[config.mk]
export PLATFORM = sky130hd
export DESIGN_NAME = tvm_vpi_mmap_copy_ctrl
export DESIGN_NICKNAME = d
export VERILOG_FILES = /design/src/rtl/tvm_mmap_pkg.sv /design/src/rtl/tvm_mmap_addr_gen.sv /design/src/rtl/tvm_vpi_mmap_copy_ctrl.sv
export SDC_FILE = /design/constraint.sdc
export NUM_CORES = 1
export LEC_CHECK = 0
export ABC_AREA = 1
export BUFFER_PORTS_ARGS = -buffer_cell sky130_fd_sc_hd__buf_4
export CORE_UTILIZATION = 38
export CTS_BUF_LIST = sky130_fd_sc_hd__clkbuf_16
export DETAILED_ROUTE_END_ITERATION = 8
export GPL_TIMING_DRIVEN = 1
export MAX_ROUTING_LAYER = met4
export PLACE_DENSITY = 0.78
export SETUP_SLACK_MARGIN = 0.1
export SLEW_MARGIN = 20
export SYNTH_ARGS = -nofsm -noshare
export SYNTH_HDL_FRONTEND = slang
export SYNTH_SLANG_ARGS = --single-unit
[constraint.sdc]
create_clock -name clk -period 2 [get_ports clk]
set_clock_uncertainty 0.2 [all_clocks]
set_input_delay 0.4 -clock clk [delete_from_list [all_inputs] [get_ports clk]]
set_output_delay 0.4 -clock clk [all_outputs]
set_load 0.01 [all_outputs]
[src/rtl/tvm_mmap_pkg.sv]
// Shared types for the virtual-DRAM mmap controllers.
package tvm_mmap_pkg;

  typedef enum logic [1:0] {
    IDLE  = 2'd0,
    RUN   = 2'd1,
    DRAIN = 2'd2,
    DONE  = 2'd3
  } state_e;

endpackage

[src/rtl/tvm_mmap_addr_gen.sv]
// Loadable offset counter: wraps modulo 2^ADDR_WIDTH, flags the final word of a run.
module tvm_mmap_addr_gen #(
  parameter int unsigned ADDR_WIDTH = 8,
  parameter int unsigned LEN_WIDTH  = ADDR_WIDTH + 1
) (
  input  logic                  clk,
  input  logic                  rst,
  input  logic                  load,
  input  logic                  step,
  input  logic [ADDR_WIDTH-1:0] load_off,
  input  logic [LEN_WIDTH-1:0]  load_cnt,
  output logic [ADDR_WIDTH-1:0] off,
  output logic                  last_c
);

  logic [LEN_WIDTH-1:0] cnt;

  always_ff @(posedge clk) begin
    if (rst) begin
      off <= '0;
      cnt <= '0;
    end else if (load) begin
      off <= load_off;
      cnt <= load_cnt;
    end else if (step) begin
      off <= off + ADDR_WIDTH'(1);
      cnt <= cnt - LEN_WIDTH'(1);
    end
  end

  assign last_c = (cnt == LEN_WIDTH'(1));

endmodule

[src/rtl/tvm_vpi_mmap_copy_ctrl.sv]
// Copies a block of words from a read mmap to a write mmap, one word per cycle.
// Define TVM_MMAP_COPY_CKSUM_EN to build the running checksum of written words.
module tvm_vpi_mmap_copy_ctrl
  import tvm_mmap_pkg::*;
#(
  parameter int unsigned DATA_WIDTH      = 8,
  parameter int unsigned ADDR_WIDTH      = 8,
  parameter int unsigned BASE_ADDR_WIDTH = 32,
  parameter int unsigned LEN_WIDTH       = ADDR_WIDTH + 1
) (
  input  logic                       clk,
  input  logic                       rst,
  input  logic                       cmd_valid,
  output logic                       cmd_ready,
  input  logic [BASE_ADDR_WIDTH-1:0] cmd_src_base,
  input  logic [BASE_ADDR_WIDTH-1:0] cmd_dst_base,
  input  logic [ADDR_WIDTH-1:0]      cmd_src_off,
  input  logic [ADDR_WIDTH-1:0]      cmd_dst_off,
  input  logic [LEN_WIDTH-1:0]       cmd_len,
  input  logic                       abort,
  output logic                       busy,
  output logic                       done,
  output logic                       aborted,
  output logic [DATA_WIDTH-1:0]      cksum,
  output logic [BASE_ADDR_WIDTH-1:0] rd_mmap_addr,
  output logic [ADDR_WIDTH-1:0]      rd_addr,
  input  logic [DATA_WIDTH-1:0]      rd_data,
  output logic [BASE_ADDR_WIDTH-1:0] wr_mmap_addr,
  output logic [ADDR_WIDTH-1:0]      wr_addr,
  output logic [DATA_WIDTH-1:0]      wr_data,
  output logic                       wr_en
);

  state_e state, state_next;
  logic   accept_c, load_c, src_step_c, src_last_c, dst_last_c;
  logic   wr_en_next, aborted_next;

  // A zero-length command skips the counters so rd_addr stays put.
  assign load_c = accept_c && (cmd_len != '0);

  tvm_mmap_addr_gen #(.ADDR_WIDTH(ADDR_WIDTH), .LEN_WIDTH(LEN_WIDTH)) u_src_gen (
    .clk      (clk),
    .rst      (rst),
    .load     (load_c),
    .step     (src_step_c),
    .load_off (cmd_src_off),
    .load_cnt (cmd_len),
    .off      (rd_addr),
    .last_c   (src_last_c)
  );

  // Destination counter advances on each write; its terminal flag marks the drain write.
  tvm_mmap_addr_gen #(.ADDR_WIDTH(ADDR_WIDTH), .LEN_WIDTH(LEN_WIDTH)) u_dst_gen (
    .clk      (clk),
    .rst      (rst),
    .load     (load_c),
    .step     (wr_en),
    .load_off (cmd_dst_off),
    .load_cnt (cmd_len),
    .off      (wr_addr),
    .last_c   (dst_last_c)
  );

  always_comb begin
    state_next   = state;
    accept_c     = 1'b0;
    src_step_c   = 1'b0;
    wr_en_next   = 1'b0;
    aborted_next = 1'b0;
    case (state)
      IDLE: begin
        if (cmd_valid && cmd_ready) begin
          accept_c   = 1'b1;
          state_next = (cmd_len != '0) ? RUN : DONE;
        end
      end
      RUN: begin
        // Abort drops the read issued this cycle: no write follows it.
        if (abort) begin
          aborted_next = 1'b1;
          state_next   = DONE;
        end else begin
          wr_en_next = 1'b1;
          if (src_last_c) state_next = DRAIN;
          else            src_step_c = 1'b1;
        end
      end
      DRAIN: begin
        if (dst_last_c) state_next = DONE;
      end
      DONE:    state_next = IDLE;
      default: state_next = IDLE;
    endcase
  end

  always_ff @(posedge clk) begin
    if (rst) begin
      state        <= IDLE;
      cmd_ready    <= 1'b0;
      busy         <= 1'b0;
      done         <= 1'b0;
      aborted      <= 1'b0;
      wr_en        <= 1'b0;
      rd_mmap_addr <= '0;
      wr_mmap_addr <= '0;
    end else begin
      state     <= state_next;
      cmd_ready <= (state_next == IDLE);
      busy      <= (state_next != IDLE);
      done      <= (state_next == DONE);
      aborted   <= aborted_next;
      wr_en     <= wr_en_next;
      if (accept_c) begin
        rd_mmap_addr <= cmd_src_base;
        wr_mmap_addr <= cmd_dst_base;
      end
    end
  end

  assign wr_data = rd_data;

`ifdef TVM_MMAP_COPY_CKSUM_EN
  always_ff @(posedge clk) begin
    if (rst || accept_c) cksum <= '0;
    else if (wr_en)      cksum <= cksum + rd_data;
  end
`else
  assign cksum = '0;
`endif

endmodule

Yosys cells after proc, flatten, opt, wreduce, memory -nomap -nowiden
Cells that the tools add are included. Widths: inputs -> output; s select.

Shift-type cells: 0. $mul: 0. Reductions and logical operators: 9. $lt $le $gt $ge: 0. Eq/ne operators: 6. Bitwise gates (word level): 1. Multiplexer cells: 21. Add/sub/neg operators: 4. Divide/modulo/power cells: 0.

Operators by type and width (number): $mux 9 (4); $mux 8 (4); $eq 9x1->1 const B (2); $sub 9x1->9 const B (2); $add 8x1->8 const B (2); $mux 2 (5); $reduce_bool 9->1 (1); $pmux 2 s4 (1); $mux 1 (7); $eq 2x2->1 const B (3); $reduce_bool 2->1 (3); $logic_not 2->1 (2); $eq 2x1->1 const B (1); $logic_and 1x1->1 (2); $reduce_or 2->1 (1); $not 1->1 (1).

Bits in writable memories: 0. Memories kept: 0. Output and inout bits: 101. ROM bits: 0. Input bits: 101. Bits in latches: 0. Word-level logic and storage cells: 53. Register bits: 105.

Depth between registers and ports, before layout
Gate-level depths: netlist of run 1.

Word-level depth: 6. Mapped depth: 12.

By module
Synthesis of run 1 repeated with hierarchy kept, for this count alone.

Cell total of the unflattened synthesis: 650. Area total of the unflattened synthesis: 4843.4 sq um.

By module, submodules not included: tvm_vpi_mmap_copy_ctrl (times used 1, area an instance 2703.8 sq um, cells each 338, sequential area each 1421.4 sq um); tvm_mmap_addr_gen (times used 2, area an instance 1069.8 sq um, cells each 156, sequential area each 340.3 sq um).

Least setup slack after synthesis of run 1
No wires, ideal clock.

Path type: input to register. Start: in cmd_len[2]. End: reg u_src_gen.cnt[3]. Setup time: 117 ps. Path slack: 404 ps. Stages on the path: 9. Arrival: 1279 ps. Cell sequence: nor2_1 nand3_1 nor2_1 nor2_4 buf_6 nand2_1 o21ai_0 nor2_1 nor2_1.

Cells in the longest elaborated chain, start to end: 3.

Ends and longest elaborated chain: start, declared (line tvm_vpi_mmap_copy_ctrl.sv:19) `input logic [LEN_WIDTH-1:0] cmd_len,`; $reduce_bool 9->1 * (line tvm_vpi_mmap_copy_ctrl.sv:39) `assign load_c = accept_c && (cmd_len != '0);`; $logic_and 1x1->1 * (line tvm_vpi_mmap_copy_ctrl.sv:39); $mux 9 or $reduce_bool 2->1 (tied branches); end signal, assigned (line tvm_mmap_addr_gen.sv:24) `cnt <= load_cnt;`; end signal, assigned (line tvm_mmap_addr_gen.sv:27) `cnt <= cnt - LEN_WIDTH'(1);`; end, declared (line tvm_mmap_addr_gen.sv:16) `logic [LEN_WIDTH-1:0] cnt;`.

Every way passes the cells marked *; elsewhere a longest branch is shown, timed or not. A chain may end at the register's enable or synchronous reset.

Worst setup path in the final report of run 1
Start: reg state[1]. End: reg u_src_gen.cnt[6].

Cells in the longest elaborated chain, start to end: 4.

Ends and longest elaborated chain: start, declared (line tvm_vpi_mmap_copy_ctrl.sv:34) `state_e state, state_next;`; start signal, assigned (line tvm_vpi_mmap_copy_ctrl.sv:107) `state <= state_next;`; $logic_not 2->1 (line tvm_vpi_mmap_copy_ctrl.sv:70) `case (state)`; $mux 1 (line tvm_vpi_mmap_copy_ctrl.sv:70); $logic_and 1x1->1 (line tvm_vpi_mmap_copy_ctrl.sv:39); $mux 9 or $reduce_bool 2->1 (tied branches).

Parallel ways exist; a longest one is shown, timed or not.

==> results of run 1 <==
-- what timing repair did --
action                     CTS  global route
setup buffers                0             0
setup endpoints to repair    0            11
resized for setup            0             1
-- where the power goes --
part | switching, mW | internal, mW | total, mW | leakage [nW]
Combinational | 1.35 | 1.06 | 2.41 | 2.05
Clock | 0.824 | 0.982 | 1.81 | 0.144
Sequential | 0.287 | 2.47 | 2.76 | 0.860
-- area by class of cell --
cell class	instances	area, um2	share of cell area [%]
clock buffer	9	225	3.48
clock inverter	6	75.1	1.16
inverter	45	169	2.61
multi-input combinational	485	2240	34.6
sequential	105	2100	32.4
tap	168	210	3.24
timing repair buffer	189	1460	22.5
-- layer usage --
metal  wire (um)  share of wire, %  vias up  global-route usage [%]
met5           0                 0        -                       -
met4         129               1.0        0                    5.19
met3         935               7.2       10                    6.14
met2        6340                49      158                    33.5
met1        5520                43     2148                    24.8
li1            -                 -     2451                       -
-- cell usage in the layout (no fill, tap or decap), types with 2 or more instances in the layout --
cell type,instances
ha_1,6
nand4_1,3
nand2_1,94
nor2_1,193
xnor2_1,2
dfxtp_1,105
inv_1,39
clkbuf_16,9
inv_2,6
nor3_1,4
buf_12,3
clkinv_4,2
o21ai_1,2
xor2_1,5
a211oi_1,3
and2_1,2
a21oi_1,15
o21ai_0,96
nand3_1,34
conb_1,8
o21ai_2,2
buf_4,186
-- state kept, by name (all words and copies together), names as in the netlist --
signal	flops
aborted	1
busy	1
cmd_ready	1
done	1
rd_mmap_addr	32
state	2
u_dst_gen.cnt	9
u_dst_gen.off	8
u_src_gen.cnt	9
u_src_gen.off	8
wr_en	1
wr_mmap_addr	32
-- critical path, cell delays in order (launching register included) --
cell and delay, ps:
dfxtp_1 340, inv_2 100, nand4_4 180, inv_2 160, o21ai_4 100, buf_12 160
nand2_8 140, inv_2 110, nor2_1 110, nor2_1 50
-- kinds of logic (layout without fill, tap and decap cells) --
group | count (synthesis) | after routing | share of synthesized area (%)
xor gates and xnor gates | 7 | 7 | 1.28
adders and majority gates | 6 | 6 | 1.57
AOI/OAI and AO/OA | 123 | 123 | 13.7
and+or+nand+nor | 340 | 341 | 29.5
DFF | 105 | 105 | 44.0
other | 1 | 8 | 0.0786
buffers and inverters | 94 | 249 | 9.83
-- final timing paths --
kind | end
max reg2reg | u_src_gen.cnt[6]
min reg2reg | wr_mmap_addr[19]
min | wr_en
max | u_src_gen.cnt[6]
==> qor.csv, run 1 <==
stage;metric;value;unit
logic_synthesis;synth_top_area_share;44.0;%
final_layout;final_core_util;53.5;%
pwr;leakagePower;3.05;nW
setup_path;critPathRequiredTime;2040;ps
drt;vias;4767;
pwr;ir_worst_vdd;0.000640;V
floorplan;start_util;39.4;%
sta;whs;41.3;ps
sta;tightest_slew;561;ps
hold_path;hold-path-cell-count;2;
clock_network;insertion_delay;350;ps
clock_network;clkSinkCount;105;
logic_synthesis;synth.area.top_cells;dfxtp_1 (44%), nor2_1 (15%), o21ai_0 (10%);
floorplan;die_w;114;um
hold_path;hold_start;abort;
setup_path;crit_fanout;18;
pwr;total_power;6.98;mW
final_layout;drive_above_1_share;26.5;%
logic_synthesis;ys.flop_type;dfxtp_1;
sta;setup_viol_count_final;0;
final_layout;instances_no_fill;1007;
sta;slew_headroom;62.6;%
final_layout;final_nets;942;
floorplan;rows;40;
setup_path;critPathKind;flop to flop;
global_routing;grt_pass1_wl;20.6;mm
logic_synthesis;syn_area_per_cell;7.06;um2
floorplan;dieArea;0.0130;mm2
sta;max_freq;0.568;GHz
logic_synthesis;synthArstFlopShare;0;%
clock_network;clk_pin_slew_worst_paths;70;ps
logic_synthesis;syn_area;0.00477;mm2
clock_network;clk_path_buf_depth;2;
sta;timing.setup.tns;0;ps
setup_path;startpoint;state[1];
floorplan;core;0.0121;mm2
floorplan;top_level_ports;202;
placed_design;post-place-ws;-48.7;ps
placed_design;io_buffer_count;177;
global_routing;globalRouteOverflowTotal;0;
logic_synthesis;syn_inst;676;
placed_design;post-place-cells;991;
placed_design;dp_hpwl;9.12;mm
final_layout;postLayoutCellArea;0.00648;mm2
clock_network;root_buffer;clkbuf_16;
setup_path;timing.rr.start;state[1];
placed_design;place_congestion;0.818;
setup_path;endpoint_kind;flop;
clock_network;ctsHoldBuffers;0;
sta;drv_slew;0;
floorplan;die_h;114;um
clock_network;htree_num_levels;3;
setup_path;reg2reg_depth;9;
global_routing;grtUsageTotal;20.5;%
final_layout;fill_cells;1209;
logic_synthesis;yosys-top-cells-count;nor2_1 (193), dfxtp_1 (105), o21ai_0 (96);
logic_synthesis;yosys.cell_types.count;36;
clock_network;cts_buffers;9;
pwr;power.density;1080;mW/mm2
sta;hold_viol_final;0;
final_layout;num_antenna_cells;0;
global_routing;grt_pass1_vias;4355;
drt;drt_first_pass_iters;4;
run;cap_viol_max_count;0;
drt;drc;0;
logic_synthesis;ys_seq_elements;105;
clock_network;cts_tree;yes;
drt;wirelength;12.9;mm
logic_synthesis;yosysMostFrequentCell;nor2_1;
drt;drt_iter0_drc;276;
logic_synthesis;synth_edf_count;0;
setup_path;r2r_setup_slack;240;ps
drt;vias_per_cell;4.73;
sta;fin_ws;239;ps
logic_synthesis;synth_top_area_cell;dfxtp_1;
global_routing;grt_antenna_before_repair;0;
setup_path;critical_path.startpoint_type;flop;
drt;wl_per_cell;12.8;um
logic_synthesis;synth_seq_area_share;44.0;%
sta;rsz0062_at_grt;no;
hold_path;hold_path_class;input pin to flop;
outcome;outcome;completed;
sta;min_period;1760;ps
setup_path;worstPathArrival;1800;ps
logic_synthesis;yosys_warnings;0;
drt;ant_nets;0;
sta;fin_crit_sh;88.1;%
global_routing;grt_start_max_net_pins;66;
placed_design;placed_cell_area;0.00616;mm2
final_layout;synthToLayoutAreaGrowth;35.8;%
No activity file was read; power rests on OpenSTA's default activity.
==> run 2: changes to the inputs <==
Clock period 2 ns to 2.05 ns, I/O delays scaled along.
==> qor.csv, run 2 (synthesis gave the netlist of run 1 again) <==
stage;metric;value;unit
global_routing;grt_pass1_wl;20.4;mm
run;cap_viol_max_count;0;
sta;max_freq;0.549;GHz
final_layout;instances_no_fill;1006;
sta;whs;57.5;ps
drt;wirelength;12.7;mm
final_layout;register_area;0.00210;mm2
drt;ant_nets;0;
sta;min_period;1820;ps
hold_path;hold_path_class;input pin to flop;
global_routing;grt_start_max_net_pins;66;
floorplan;core;0.0121;mm2
global_routing;grtUsageTotal;20.4;%
clock_network;insertion_delay;350;ps
global_routing;grt_pass1_vias;4383;
clock_network;clk_path_buf_depth;2;
setup_path;cp_cell_sequence;inv_2 > nand4_4 > inv_2 > o21ai_4 > buf_12 > buf_4 > o21ai_0 > a21oi_1;
drt;drt_iter0_drc;295;
final_layout;fill_cells;1196;
outcome;outcome;completed;
pwr;power.density;1040;mW/mm2
placed_design;io_buffer_count;177;
clock_network;post_cts_buffers;0;
sta;setup_viol_count_final;0;
drt;vias;4693;
final_layout;drive_above_1_share;26.3;%
final_layout;final_nets;940;
clock_network;cts_tree;yes;
final_layout;top_regs;rd_mmap_addr: 32 flops, wr_mmap_addr: 32 flops;
sta;slew_headroom;62.3;%
sta;fin_crit_sh;88.8;%
floorplan;top_level_ports;202;
sta;rsz0062_at_grt;yes;
final_layout;multi_input_area;0.00224;mm2
setup_path;slowest_delay;360;ps
sta;hold_viol_final;0;
floorplan;die_w;114;um
placed_design;post-place-cells;989;
clock_network;cts_buffers;9;
global_routing;globalRouteOverflowTotal;0;
clock_network;htree_num_levels;3;
floorplan;dieArea;0.0130;mm2
floorplan;rows;40;
global_routing;grt_antenna_before_repair;0;
final_layout;final_core_util;53.2;%
pwr;ir_worst_vdd;0.000690;V
drt;wl_per_cell;12.6;um
setup_path;critPathRequiredTime;2090;ps
placed_design;place_congestion;0.812;
setup_path;cpMostUsedCell;inv_2;
drt;vias_per_cell;4.67;
floorplan;die_h;114;um
drt;drc;0;
clock_network;clk_pin_slew_worst_paths;70;ps
sta;drv_slew;0;
sta;tightest_slew;565;ps
setup_path;critical_path.startpoint_type;flop;
final_layout;final_common_cell;nor2_1;
clock_network;root_buffer;clkbuf_16;
placed_design;dp_hpwl;9.06;mm
final_layout;num_antenna_cells;0;
drt;drt_first_pass_iters;4;
floorplan;start_util;39.4;%
clock_network;clkSinkCount;105;
setup_path;cp_slowest_cell;dfxtp_1;
setup_path;critPathKind;flop to flop;
setup_path;worstPathArrival;1860;ps
setup_path;r2r_setup_slack;230;ps
setup_path;crit_fanout;26;
setup_path;endpoint_kind;flop;
final_layout;final_cell_mix;nor2_1 (193), buf_4 (185), dfxtp_1 (105);
pwr;leakagePower;3.04;nW
pwr;total_power;6.70;mW
final_layout;synthToLayoutAreaGrowth;35.0;%
-- run 2: cell count changes in the layout (fill, tap and decap cells not counted), sizes merged --
| cell | previous run | this run |
|---|---|---|
| inv | 47 | 50 |
| buf | 189 | 187 |
| bufinv | 1 | 0 |
| clkinvlp | 1 | 0 |
-- run 2: worst max-delay path, delay by kind of cell, from the launching register on --
kind                   cells  cell delay [ps]
and+or+nand+nor            1              190
buffers and inverters      4              620
AOI/OAI and AO/OA          3              320
DFF                        1              360
-- run 2: metrics by stage --
stage	setup TNS, ps	area [um2]	setup WS (ps)
global route	0	6440	95.7
global placement	0	6140	12.8
finish	0	6440	230
CTS	0	6420	159
floorplan	0	4800	444
detailed placement	-33.8	6140	-31.1
-- run 2: report_power, final --
| group | total (mW) | internal [mW] | switching, mW |
|---|---|---|---|
| combinational | 2.32 | 1.02 | 1.30 |
| clock | 1.68 | 0.851 | 0.830 |
| sequential | 2.69 | 2.41 | 0.279 |
| total | 6.70 | 4.28 | 2.41 |
-- run 2: path summary, 6_finish.rpt --
path                                       start  cells after the start               end
worst min-delay path                       abort                      2             wr_en
worst max register to register          state[0]                      8  u_dst_gen.off[1]
worst max-delay path                    state[0]                      8  u_dst_gen.off[1]
worst min register to register  wr_mmap_addr[12]                      2  wr_mmap_addr[12]
-- run 2: repair_timing --
item / in CTS / in global routing
hold buffers: 0 / 0
setup endpoints to repair: 0 / 16
gates resized for setup: 0 / 2
-- run 2: metal layers --
layer / GRT usage (%) / wire length [um] / vias up
li1: - / - / 2437
met3: 6.99 / 1100 / 17
met4: 5.63 / 167 / 0
met5: - / 0 / -
met1: 23.6 / 5390 / 2069
met2: 33.5 / 6050 / 170
-- run 2: area by class of cell --
type | instances | area share [%]
Multi-Input combinational cell | 485 | 34.8
Sequential cell | 105 | 32.6
Timing Repair Buffer | 187 | 22.2
Clock buffer | 9 | 3.50
Tap cell | 168 | 3.26
Inverter | 45 | 2.66
Clock inverter | 7 | 0.971
